File: src/rtl/add_norm_round.sv
// add_norm_round: binary32 add/sub back end. It performs the effective add/subtract,
// normalizes with a leading-zero shift, rounds to nearest-even and packs the result.
module add_norm_round (
    input  logic        clk,
    input  logic        rst_n,
    input  logic        in_valid,
    output logic        in_ready,
    input  logic [7:0]  in_e,
    input  logic        in_sign,
    input  logic        in_sign_2,
    input  logic [26:0] in_m_1,
    input  logic [26:0] in_m_2,
    input  logic        in_nan,
    input  logic        in_inf,
    input  logic        in_inf_sign,
    output logic        out_valid,
    input  logic        out_ready,
    output logic [31:0] out_data,
    output logic        out_of,
    output logic        out_uf
);
    logic advance;
    assign advance  = !out_valid || out_ready;
    assign in_ready = advance;

    logic [27:0] add_sum;
    logic        add_sign;
    always_comb begin
        add_sum  = '0;
        add_sign = in_sign;
        if (in_sign == in_sign_2) begin
            add_sum = {1'b0, in_m_1} + {1'b0, in_m_2};
        end else if (in_m_1 >= in_m_2) begin
            add_sum = {1'b0, in_m_1 - in_m_2};
        end else begin
            add_sum  = {1'b0, in_m_2 - in_m_1};
            add_sign = in_sign_2;
        end
        if (add_sum == '0) add_sign = 1'b0;
    end

    logic              s1_valid, s1_sign, s1_nan, s1_inf, s1_inf_sign;
    logic [27:0]       s1_sum;
    logic signed [9:0] s1_e;
    always_ff @(posedge clk or negedge rst_n) begin
        if (!rst_n) begin
            s1_valid    <= 1'b0;
            s1_sign     <= 1'b0;
            s1_nan      <= 1'b0;
            s1_inf      <= 1'b0;
            s1_inf_sign <= 1'b0;
            s1_sum      <= '0;
            s1_e        <= '0;
        end else if (advance) begin
            s1_valid    <= in_valid;
            s1_sign     <= add_sign;
            s1_nan      <= in_nan;
            s1_inf      <= in_inf;
            s1_inf_sign <= in_inf_sign;
            s1_sum      <= add_sum;
            s1_e        <= signed'({2'b00, in_e});
        end
    end

    logic [4:0] lz;
    always_comb begin
        lz = '0;
        for (int unsigned i = 0; i < 27; i++)
            if (s1_sum[i]) lz = 5'(26 - i);
    end

    // A zero sum leaves lz at 0, so it passes through unshifted and is recognised
    // downstream by the missing hidden bit.
    logic [26:0]       norm_m;
    logic signed [9:0] norm_e;
    always_comb begin
        norm_m = s1_sum[26:0] << lz;
        norm_e = s1_e - signed'({5'b0, lz});
        if (s1_sum[27]) begin
            norm_m = {s1_sum[27:2], s1_sum[1] | s1_sum[0]};
            norm_e = s1_e + 10'sd1;
        end
    end

    logic              s2_valid, s2_sign, s2_nan, s2_inf, s2_inf_sign;
    logic [26:0]       s2_m;
    logic signed [9:0] s2_e;
    always_ff @(posedge clk or negedge rst_n) begin
        if (!rst_n) begin
            s2_valid    <= 1'b0;
            s2_sign     <= 1'b0;
            s2_nan      <= 1'b0;
            s2_inf      <= 1'b0;
            s2_inf_sign <= 1'b0;
            s2_m        <= '0;
            s2_e        <= '0;
        end else if (advance) begin
            s2_valid    <= s1_valid;
            s2_sign     <= s1_sign;
            s2_nan      <= s1_nan;
            s2_inf      <= s1_inf;
            s2_inf_sign <= s1_inf_sign;
            s2_m        <= norm_m;
            s2_e        <= norm_e;
        end
    end

    // The hidden bit is always 1 for a non-zero value, so a carry out of the 23-bit
    // fraction is the same as a carry out of the full 24-bit mantissa.
    logic              rnd_up, rnd_carry;
    logic [22:0]       rnd_frac;
    logic signed [9:0] rnd_e;
    assign rnd_up = s2_m[2] & (s2_m[1] | s2_m[0] | s2_m[3]);
    assign {rnd_carry, rnd_frac} = {1'b0, s2_m[25:3]} + 24'(rnd_up);
    assign rnd_e = rnd_carry ? s2_e + 10'sd1 : s2_e;

    logic              s3_valid, s3_sign, s3_zero, s3_nan, s3_inf, s3_inf_sign;
    logic [22:0]       s3_frac;
    logic signed [9:0] s3_e;
    always_ff @(posedge clk or negedge rst_n) begin
        if (!rst_n) begin
            s3_valid    <= 1'b0;
            s3_sign     <= 1'b0;
            s3_zero     <= 1'b0;
            s3_nan      <= 1'b0;
            s3_inf      <= 1'b0;
            s3_inf_sign <= 1'b0;
            s3_frac     <= '0;
            s3_e        <= '0;
        end else if (advance) begin
            s3_valid    <= s2_valid;
            s3_sign     <= s2_sign;
            s3_zero     <= !s2_m[26];
            s3_nan      <= s2_nan;
            s3_inf      <= s2_inf;
            s3_inf_sign <= s2_inf_sign;
            s3_frac     <= rnd_frac;
            s3_e        <= rnd_e;
        end
    end

    logic [31:0] pack_data;
    logic        pack_of, pack_uf;
    always_comb begin
        pack_data = {s3_sign, s3_e[7:0], s3_frac};
        pack_of   = 1'b0;
        pack_uf   = 1'b0;
        if (s3_nan) begin
            pack_data = 32'h7FC0_0000;
        end else if (s3_inf) begin
            pack_data = {s3_inf_sign, 31'h7F80_0000};
        end else if (s3_zero) begin
            pack_data = '0;
        end else if (s3_e >= 10'sd255) begin
            pack_data = {s3_sign, 31'h7F80_0000};
            pack_of   = 1'b1;
        end else if (s3_e <= 10'sd0) begin
            pack_data = {s3_sign, 31'h0};
            pack_uf   = 1'b1;
        end
    end

    always_ff @(posedge clk or negedge rst_n) begin
        if (!rst_n) begin
            out_valid <= 1'b0;
            out_data  <= '0;
            out_of    <= 1'b0;
            out_uf    <= 1'b0;
        end else if (advance) begin
            out_valid <= s3_valid;
            out_data  <= pack_data;
            out_of    <= pack_of;
            out_uf    <= pack_uf;
        end
    end
endmodule

File: config.mk
export PLATFORM = sky130hd
export DESIGN_NAME = add_norm_round
export DESIGN_NICKNAME = d
export VERILOG_FILES = /design/src/rtl/add_norm_round.sv
export SDC_FILE = /design/constraint.sdc
export NUM_CORES = 1
export LEC_CHECK = 0
export BUFFER_PORTS_ARGS = -buffer_cell sky130_fd_sc_hd__buf_2
export CELL_PAD_IN_SITES_DETAIL_PLACEMENT = 0
export CELL_PAD_IN_SITES_GLOBAL_PLACEMENT = 2
export CORE_MARGIN = 4
export CORE_UTILIZATION = 39
export CTS_CLUSTER_DIAMETER = 150
export CTS_CLUSTER_SIZE = 25
export DETAILED_ROUTE_END_ITERATION = 8
export GPL_ROUTABILITY_DRIVEN = 0
export PLACE_DENSITY_LB_ADDON = 0.1
export SLEW_MARGIN = 15
export SYNTH_ARGS = -nofsm -noshare
export SYNTH_HDL_FRONTEND = slang
export SYNTH_SLANG_ARGS = --single-unit
export TNS_END_PERCENT = 5
File: constraint.sdc
create_clock -name clk -period 6.1 [get_ports clk]
set_clock_uncertainty 0.15 [all_clocks]
set_input_delay 0.61 -clock clk [delete_from_list [all_inputs] [get_ports clk]]
set_output_delay 0.61 -clock clk [all_outputs]
set_load 0.02 [all_outputs]
==> flow_summary.ini, run 1 <==
[run_status]
outcome = finished, final reports clean

[timing]
tightest_slew_ns = 1.045
min_period_ns = 4.741
relSlewSlack_pct = 29.77
grt_setup_unrepaired = false
setup_violations = 0
slew_viol_final = 0
timing.setup.tns_ns = 0
max_freq_ghz = 0.2109
finalHoldViolCount = 0
whs_ns = 0.1498
min_period_over_period_pct = 77.72

[die]
num_rows = 67
core_area_um2 = 33620
die_x_um = 192.9
pin_count = 107
initial_core_util_pct = 39.67
dieHeight_um = 192.9
die_area_um2 = 37210

[global_routing]
grt_pass1_vias = 12110
grt_usage_pct = 22.44
grt_first_pass_wirelength_mm = 67.24
overflow = 0
antenna_found_initial = 0
grt_max_degree = 203

[place]
port_buffers = 106
placed_area_um2 = 14180
dpl.hpwl_mm = 31.96

[critical_path]
rrSetupSlack_ns = 1.93
cp.arrival_ns = 4.92
ff2ff_path_depth = 19
crit_path_start_kind = primary input
r2r-end = s2_e[7]
reg2reg_from = s1_sum[1]
setup.worst_path.start = in_m_1[21]
worstSetupPathType = primary input to register
cp-end-kind = register
cp_data_required_time_ns = 6.27
worst-path-max-fanout = 22

[power_and_ir_drop]
p_leak_uw = 0.006704
ir_drop_uv = 260.8
power_density_nw_per_um2 = 433.0
p_total_uw = 6390

[route]
drc = 0
dr.first_iter.drc_count = 968
dr.pass1.iters = 5
wl_per_cell_um = 19.05
wirelength_mm = 41.96
detail-route-antenna-nets = 0
viasPerCell = 5.717
num_vias = 12590

[worst_hold_path]
hp-class = primary input to asynchronous set/reset pin

[logic_synthesis]
synth_flop_cell = dfrtp_1
netlist_area_um2 = 13330
syn_area_per_cell_um2 = 7.793
synth_edf_count = 0
synth_top_area_share_pct = 29.46
yosys.cell_count.top_type = nand2_1
netlist_top_cells_area = dfrtp_1, ha_1, nand2_1, mux2i_1, o21ai_0
syn-num-nets = 1874
post-synth-top-area-cell = dfrtp_1
yosysSeqAreaShare_pct = 29.46
synth_common_cells = nand2_1, dfrtp_1, nor2_1, o21ai_0, a21oi_1
yosysWarnings = 0
ys_ff_latch = 157
synthArstFlopShare_pct = 100.0
synthCells = 1711
yosysUniqueCellTypes = 79

[clocking]
clock-root-buffer = clkbuf_16
cts_sinks = 157
cts_hold_buf = 0
cts_setup_buffers = 0
clkSlewWorstSetupHoldPaths_ns = 0.06
clk_latency_ns = 0.43
numCtsBuffers = 17
cts.path.max_buffers = 2
htreeDepth = 4
cts.repair.resized = 0
cts_tree = done

[final_layout]
diodes = 0
nets = 1905
area_growth_pct = 10.68
num-fill-cells = 3490
drive_above_1_share_pct = 10.95
fin_area_um2 = 14760
utilization_pct = 43.90

[run]
cap_violations = 0
## area by class of cell
class                           count  area (um^2)  share of cell area (%)
Multi-Input combinational cell   1335         8591                   58.21
Sequential cell                   157         3929                   26.62
Timing Repair Buffer              127        706.9                   4.790
Tap cell                          448        560.5                   3.798
Clock buffer                       21        440.4                   2.984
Inverter                          104        390.4                   2.645
Clock inverter                     10        140.1                  0.9496
## placed cells by master (no fill, tap or decap), types with 18 or more instances in the layout
cell type	Yosys	final
nand2_1	227	227
nor3_1	34	34
dfrtp_1	157	157
buf_2	18	105
ha_1	88	88
inv_1	102	102
nand3_1	38	38
mux2i_1	68	68
nand4_1	41	41
xor2_1	27	26
a211oi_1	18	18
nor2_1	140	140
nand2b_1	18	18
a22o_1	22	22
and3_1	20	20
a21oi_1	131	130
buf_4	4	20
a21o_1	21	21
o21ai_0	135	134
xnor2_1	20	19
## worst max path at each step
stage | endpoint | slack [ns]
6_report | s1_sign | 1.36
5_1_grt | s1_sign | 1.07
4_1_cts | s1_sign | 1.41
3_5_place_dp | s1_sign | 0.96
3_3_place_gp | s1_sign | 1.04
2_1_floorplan | s1_sign | 2.33
## registers in the layout, summed over array words and instances (netlist names), 8 cells and up
register	count
out_data	32
s2_m	27
s2_e	10
s1_e	8
s1_sum	28
s3_frac	23
s3_e	10
## cells by family after synthesis
family / count (synthesis) / synth area share, %
AND/OR/NAND/NOR: 617 / 21.83
XOR/XNOR: 47 / 3.087
flip-flops: 157 / 29.46
multiplexers: 78 / 5.949
AO/OA/AOI/OAI: 501 / 24.37
adder cells (fa/ha/maj): 92 / 8.858
buffers and inverters: 219 / 6.447
## through the flow
step                worst slack, ns  instances
floorplan                     2.333       1711
global placement              1.040       2171
detailed placement           0.9571       2171
CTS                           1.412       2202
global route                  1.069       2202
finish                        1.359       2202
## metal layers
metal  vias up  routed length, um  GRT usage, %
met3        77               1640         2.026
li1       6201                  -             -
met1      5947              18440         29.49
met5         -                  0             0
met4         0               1309         7.789
met2       364              20570         38.77
## power by group
part | total, uW | internal [uW] | switching [uW] | leakage, uW
Clock | 1070 | 641 | 430 | 0.000274
Sequential | 2070 | 1520 | 554 | 0.00191
Combinational | 3250 | 1270 | 1980 | 0.00452
Total | 6390 | 3430 | 2960 | 0.00670
## worst max-delay path, cell delays in order
cell and delay, ns:
buf_2 0.10, inv_1 0.04, ha_1 0.61, nand4_1 0.28, or2_1 0.35, nor4_1 0.29
a31oi_1 0.24, and2_1 0.23, a31oi_2 0.48, buf_4 0.37, a221o_1 0.19, o211ai_1 0.11
or4_1 0.51, nor4_1 0.23, and4_1 0.23, nor2_1 0.04
Power figures use the tool's default switching activity.
==> run 2, diff against run 1 <==
--- a/config.mk
+++ b/config.mk
@@ -5,11 +5,12 @@
 export SDC_FILE = /design/constraint.sdc
 export NUM_CORES = 1
 export LEC_CHECK = 0
+export ABC_AREA = 1
 export BUFFER_PORTS_ARGS = -buffer_cell sky130_fd_sc_hd__buf_2
 export CELL_PAD_IN_SITES_DETAIL_PLACEMENT = 0
 export CELL_PAD_IN_SITES_GLOBAL_PLACEMENT = 2
 export CORE_MARGIN = 4
-export CORE_UTILIZATION = 39
+export CORE_UTILIZATION = 34
 export CTS_CLUSTER_DIAMETER = 150
 export CTS_CLUSTER_SIZE = 25
 export DETAILED_ROUTE_END_ITERATION = 8
==> constraint.sdc (replaced) <==
create_clock -name clk -period 4.9 [get_ports clk]
set_clock_uncertainty 0.15 [all_clocks]
set_input_delay 0.49 -clock clk [delete_from_list [all_inputs] [get_ports clk]]
set_output_delay 0.49 -clock clk [all_outputs]
set_load 0.02 [all_outputs]
==> run 2 against run 1 <==
  * Routed wire length increased by 5.0%
  * Final area decreased by 0.26%
  * Power increased by 30%
  * Register-to-register slack got worse by 0.97 ns
  * Largest power group unchanged
==> flow_summary.ini, run 2 <==
[run_status]
outcome = finished, final reports clean

[logic_synthesis]
post-synth-top-area-cell = dfrtp_1
yosysSeqAreaShare_pct = 30.02
ys_ff_latch = 157
netlist_area_um2 = 13090
yosysWarnings = 0
synthArstFlopShare_pct = 100.0
synth_common_cells = nand2_1, inv_1, a21oi_1, nand3_1, o21ai_0
netlist_top_cells_area = dfrtp_1, nand2_1, ha_1, inv_1, a21oi_1
yosysUniqueCellTypes = 52
yosys.cell_count.top_type = nand2_1
synth_top_area_share_pct = 30.02
synthCells = 1951
synth_edf_count = 0
syn_area_per_cell_um2 = 6.707
syn-num-nets = 2114
synth_flop_cell = dfrtp_1

[timing]
grt_setup_unrepaired = false
timing.setup.tns_ns = 0
whs_ns = 0.09742
max_freq_ghz = 0.2538
relSlewSlack_pct = 37.32
min_period_ns = 3.940
min_period_over_period_pct = 80.41
finalHoldViolCount = 0
slew_viol_final = 0
tightest_slew_ns = 0.9402
setup_violations = 0

[clocking]
cts_setup_buffers = 0
numCtsBuffers = 17
cts.path.max_buffers = 2
cts_hold_buf = 1
clk_latency_ns = 0.43
cts_tree = done
cts.repair.resized = 0
htreeDepth = 4
clock-root-buffer = clkbuf_16
clkSlewWorstSetupHoldPaths_ns = 0.07
cts_sinks = 157

[worst_hold_path]
hold_start = in_valid
hp-class = primary input to register
min_to = s1_valid
min_delay_path_depth = 3

[route]
dr.first_iter.drc_count = 885
wirelength_mm = 44.04
viasPerCell = 5.055
wl_per_cell_um = 17.33
detail-route-antenna-nets = 0
num_vias = 12850
dr.pass1.iters = 5
drc = 0

[critical_path]
path_depth = 23
crit_chain = inv_1 > o311ai_1 > nand3_1 > nand3_1 > nand3_1 > nand3_1 > nand3_1 > nand2_1 > nand2_1 > nand2_1 > nand2_1 > a31oi_2 > inv_2 > ha_1 > nand2_1 > nor2_1 > a211oi_1 > nor2_1 > o21a_1 > o21ai_0 > o211ai_1 > xor2_1 > o21ai_0
worstSetupPathType = register to register
crit_buf_inv = 2
worst-path-max-fanout = 27
slowest_stage = dfrtp_1
reg2reg_from = s1_sum[0]
rrSetupSlack_ns = 0.96
cp_data_required_time_ns = 5.02
crit_path_start_kind = register
ff2ff_path_depth = 23
cpPeakStageDelay_ns = 0.48
cp-end-kind = register
cp.arrival_ns = 4.06
cp_top_family = compound AO/OA/AOI/OAI gates
r2r-end = s2_e[7]

[power_and_ir_drop]
ir_drop_uv = 259.4
p_leak_uw = 0.007493
power_density_nw_per_um2 = 564.2

[die]
num_rows = 71
die_area_um2 = 41690
die_x_um = 204.2
pin_count = 107
dieHeight_um = 204.2
initial_core_util_pct = 34.58
core_area_um2 = 37840

[final_layout]
top_register = out_data
area_growth_pct = 12.49
largestRegisters = out_data x32, s1_sum x28, s2_m x27
nets = 2180
drive_above_1_share_pct = 9.606
mostFrequentLayoutCells = nand2_1, inv_1, nand3_1, o21ai_0, a21oi_1
num-fill-cells = 4282
final_common_cell = nand2_1
largest_reg_flops = 32
diodes = 0
utilization_pct = 38.89

[global_routing]
grt_pass1_vias = 12950
grt_usage_pct = 21.18
overflow = 0
grt_first_pass_wirelength_mm = 71.31
grt_max_degree = 89
antenna_found_initial = 0

[run]
cap_violations = 0

[place]
port_buffers = 106
dpl.hpwl_mm = 34.73
-- run 2: cell count changes after synthesis, moves of 18 or more --
cell / previous run / this run
a21o_1: 21 / 2
a21oi_1: 131 / 173
a22o_1: 22 / 0
and3_1: 20 / 1
clkbuf_1: 87 / 54
inv_1: 102 / 288
mux2i_1: 68 / 0
nand2_1: 227 / 405
nand2b_1: 18 / 0
nand3_1: 38 / 173
nand4_1: 41 / 17
nor2_1: 140 / 167
nor2b_1: 18 / 0
o21ai_0: 135 / 173
-- run 2: area by class of cell --
class | count | area, um^2 | share of cell area [%]
sequential | 157 | 3929 | 26.69
clock inverter | 14 | 155.1 | 1.054
timing repair buffer | 132 | 734.5 | 4.990
clock buffer | 18 | 439.2 | 2.984
multi-input combinational | 1415 | 7716 | 52.42
tap | 511 | 639.4 | 4.344
inverter | 294 | 1106 | 7.514
-- run 2: worst max-delay path by stage --
stage                     slack, ns  endpoint  startpoint
final                          0.96   s2_e[7]   s1_sum[0]
after CTS                      0.90   s2_e[7]   s1_sum[0]
after floorplan                1.23   s2_e[7]   s1_sum[7]
after detailed placement       0.59   s1_sign   in_m_1[0]
after global routing           0.43   s2_e[7]   s1_sum[0]
after global placement         0.69   s1_sign   in_m_1[0]
-- run 2: per-stage QoR --
step,total power (uW),area (um^2),cells,worst slack (ns)
detailed placement,6981,14110,2508,0.5876
global route,9146,14720,2541,0.4264
global placement,6978,14110,2508,0.6870
floorplan,5517,13090,1951,1.227
finish,8305,14720,2541,0.9601
CTS,8390,14720,2541,0.9015
-- run 2: cell families (layout without fill, tap and decap cells) --
| kind of cell | after synthesis | in the layout | synth area share (%) |
|---|---|---|---|
| xor+xnor | 50 | 50 | 3.347 |
| fa+ha+maj | 92 | 92 | 9.027 |
| buf+inv | 379 | 458 | 11.08 |
| simple gates | 821 | 821 | 26.97 |
| compound gates | 452 | 452 | 19.54 |
| flops | 157 | 157 | 30.02 |
-- run 2: routing by layer --
| metal | track usage, % | vias up | part of all wire [%] |
|---|---|---|---|
| met5 | 0 | - | 0 |
| met4 | 6.006 | 0 | 2.3 |
| met3 | 1.634 | 50 | 2.7 |
| met2 | 38.36 | 252 | 51 |
| met1 | 27.09 | 6008 | 44 |
| li1 | - | 6535 | - |
-- run 2: worst min-delay path, stage by stage --
cell     delay, ns
buf_2         0.07
nand2_1       0.04
nand2_1       0.04
-- run 2: power by group --
group | total [uW] | internal, uW | switching [uW]
combinational | 4530 | 1470 | 3060
sequential | 2410 | 1890 | 522
clock | 1370 | 775 | 591
==> run 3, diff against run 2 <==
==> constraint.sdc (replaced) <==
create_clock -name clk -period 4 [get_ports clk]
set_clock_uncertainty 0.15 [all_clocks]
set_input_delay 0.4 -clock clk [delete_from_list [all_inputs] [get_ports clk]]
set_output_delay 0.4 -clock clk [all_outputs]
set_load 0.02 [all_outputs]
==> run 3 against run 2 <==
  * Power is 24% higher
  * Sequential power rose by 24%
  * Hold slack got worse by 0.079 ns
  * Clock power is 20% higher
  * Utilization is 1.2 points higher
  * Routed wire length rose by 1.6%
  * Setup slack worse by 0.60 ns
  * Via count rose by 3.2%
  * Count of clock-buffer cells in the layout up 1
  * First-iteration DRC count is 14% lower
==> flow_summary.ini, run 3 (same netlist as run 2, synthesis figures left out) <==
[run_status]
outcome = finished, final reports clean

[critical_path]
worst-path-max-fanout = 7
setup.worst_path.start = s1_sum[1]
slowest_stage = dfrtp_2
worstSetupPathType = register to register
reg2reg_from = s1_sum[1]
crit_buf_inv = 1
cp.arrival_ns = 3.84
cp_data_required_time_ns = 4.20
crit_chain = o311ai_1 > nand3_1 > nand3_1 > nand3_1 > nand3_1 > nand3_1 > nand2_1 > nand2_1 > nand2_1 > nand2_1 > a31oi_2 > inv_2 > ha_1 > nand2_1 > nor2_1 > a211oi_1 > nor2_1 > o21a_1 > o21ai_0 > o211ai_1 > xor2_1 > o21ai_0
crit_path_start_kind = register
cp_top_family = compound AO/OA/AOI/OAI gates
cpPeakStageDelay_ns = 0.45
cp-end-kind = register

[worst_hold_path]
hp-class = primary input to register
hold_start = in_valid

[clocking]
clock-root-buffer = clkbuf_16
htreeDepth = 4
clk_latency_ns = 0.44
cts_tree = done
clkSlewWorstSetupHoldPaths_ns = 0.07
cts.path.max_buffers = 2
numCtsBuffers = 17
cts_sinks = 157

[route]
dr.first_iter.drc_count = 759
wirelength_mm = 44.76
drc = 0
viasPerCell = 5.117
wl_per_cell_um = 17.27
dr.pass1.iters = 5
num_vias = 13260
detail-route-antenna-nets = 0

[final_layout]
fin_area_um2 = 15160
final_cells = 2591
largest_reg_flops = 32
top_register = out_data
diodes = 0
largestRegisters = out_data x32, s1_sum x28, s2_m x27
area_growth_pct = 15.85
drive_above_1_share_pct = 11.83
final_common_cell = nand2_1
mostFrequentLayoutCells = nand2_1, inv_1, nand3_1, o21ai_0, a21oi_1
nets = 2232

[power_and_ir_drop]
internal_power_uw = 5163
sw_frac_of_total_pct = 49.94
ir_drop_uv = 311.1
combPwrFrac_pct = 55.2
clkPwrFrac_pct = 15.9
power_density_nw_per_um2 = 680.3
power.share.sequential_pct = 28.9
p_leak_uw = 0.007740
p_sw_uw = 5151

[timing]
slew_viol_final = 0
relSlewSlack_pct = 38.96
max_freq_ghz = 0.2746
whs_ns = 0.01849
setup_violations = 0
grt_setup_unrepaired = false
min_period_over_period_pct = 91.03
setup_slack_ns = 0.3589
min_period_ns = 3.641
tightest_slew_ns = 0.9157
finalHoldViolCount = 0

[run]
cap_violations = 0

[die]
pin_count = 107
core_area_um2 = 37840
initial_core_util_pct = 34.58
dieHeight_um = 204.2
die_x_um = 204.2
die_area_um2 = 41690
num_rows = 71

[global_routing]
antenna_found_initial = 0
overflow = 0
grt_usage_pct = 21.32
grt_max_degree = 97
grt_first_pass_wirelength_mm = 71.46
grt_pass1_vias = 13240

[place]
pre_cts_ws_ns = -0.02148
dpl.hpwl_mm = 35.37
placed_area_um2 = 14500
port_buffers = 106
placed_cells = 2555
-- run 3: metal layers --
| layer | vias to the layer above | global-route usage (%) | wire length [um] |
|---|---|---|---|
| met5 | - | 0 | 0 |
| met4 | 0 | 8.040 | 1543 |
| met3 | 79 | 1.730 | 1214 |
| met2 | 292 | 38.22 | 22390 |
| met1 | 6242 | 26.71 | 19610 |
| li1 | 6645 | - | - |
-- run 3: power by group through the flow --
stage          combinational, uW  clock, uW  sequential, uW
6_report                    5690       1640            2980
5_1_grt                     6470       1750            3080
4_1_cts                     5700       1680            2970
3_5_place_dp                5670          0            3000
3_3_place_gp                5660          0            2990
2_1_floorplan               3810          0            2940
-- run 3: worst register-to-register path, cell delays in order (launching register included) --
cell      delay [ns]
dfrtp_2         0.45
o311ai_1        0.31
nand3_1         0.12
nand3_1         0.08
nand3_1         0.07
nand3_1         0.08
nand3_1         0.07
nand2_1         0.06
nand2_1         0.07
nand2_1         0.06
nand2_1         0.06
a31oi_2         0.18
inv_2           0.09
ha_1            0.27
nand2_1         0.06
nor2_1          0.04
a211oi_1        0.27
nor2_1          0.10
o21a_1          0.18
o21ai_0         0.29
o211ai_1        0.17
xor2_1          0.17
o21ai_0         0.14
-- run 3: stage by stage --
stage / power, uW / utilization, % / setup TNS (ns)
6_report: 10310 / 40.06 / 0
3_3_place_gp: 8653 / 38.32 / -0.04341
3_5_place_dp: 8670 / 38.32 / -0.02148
4_1_cts: 10350 / 39.98 / 0
5_1_grt: 11300 / 40.06 / 0
2_1_floorplan: 6759 / - / 0
-- run 3: path summary, 6_finish.rpt --
check	to	slack, ns	cells after the start
worst max-delay path	s2_e[7]	0.36	22
worst min-delay path	s1_valid	0.02	3
worst max register to register	s2_e[7]	0.36	22
worst min register to register	out_valid	0.31	2
max in group asynchronous	out_data[31]	2.43	3
min in group asynchronous	s3_frac[15]	0.37	2
-- run 3: cell type report --
| type | count | area [um^2] |
|---|---|---|
| clock buffers | 19 | 442.9 |
| clock inverters | 11 | 135.1 |
| fillers | 4122 | 22680 |
| inverters | 294 | 1106 |
| multi-input cells | 1415 | 7731 |
| flip-flops and latches | 157 | 3933 |
| well taps | 511 | 639.4 |
| repair buffers | 184 | 1172 |
-- run 3: repair_timing --
| action | in CTS | in global routing |
|---|---|---|
| setup buffers | 0 | 1 |
| hold endpoints to repair | 65 | 0 |
| hold buffers | 5 | 0 |
| setup endpoints to repair | 0 | 2 |
| gates resized for setup | 0 | 7 |
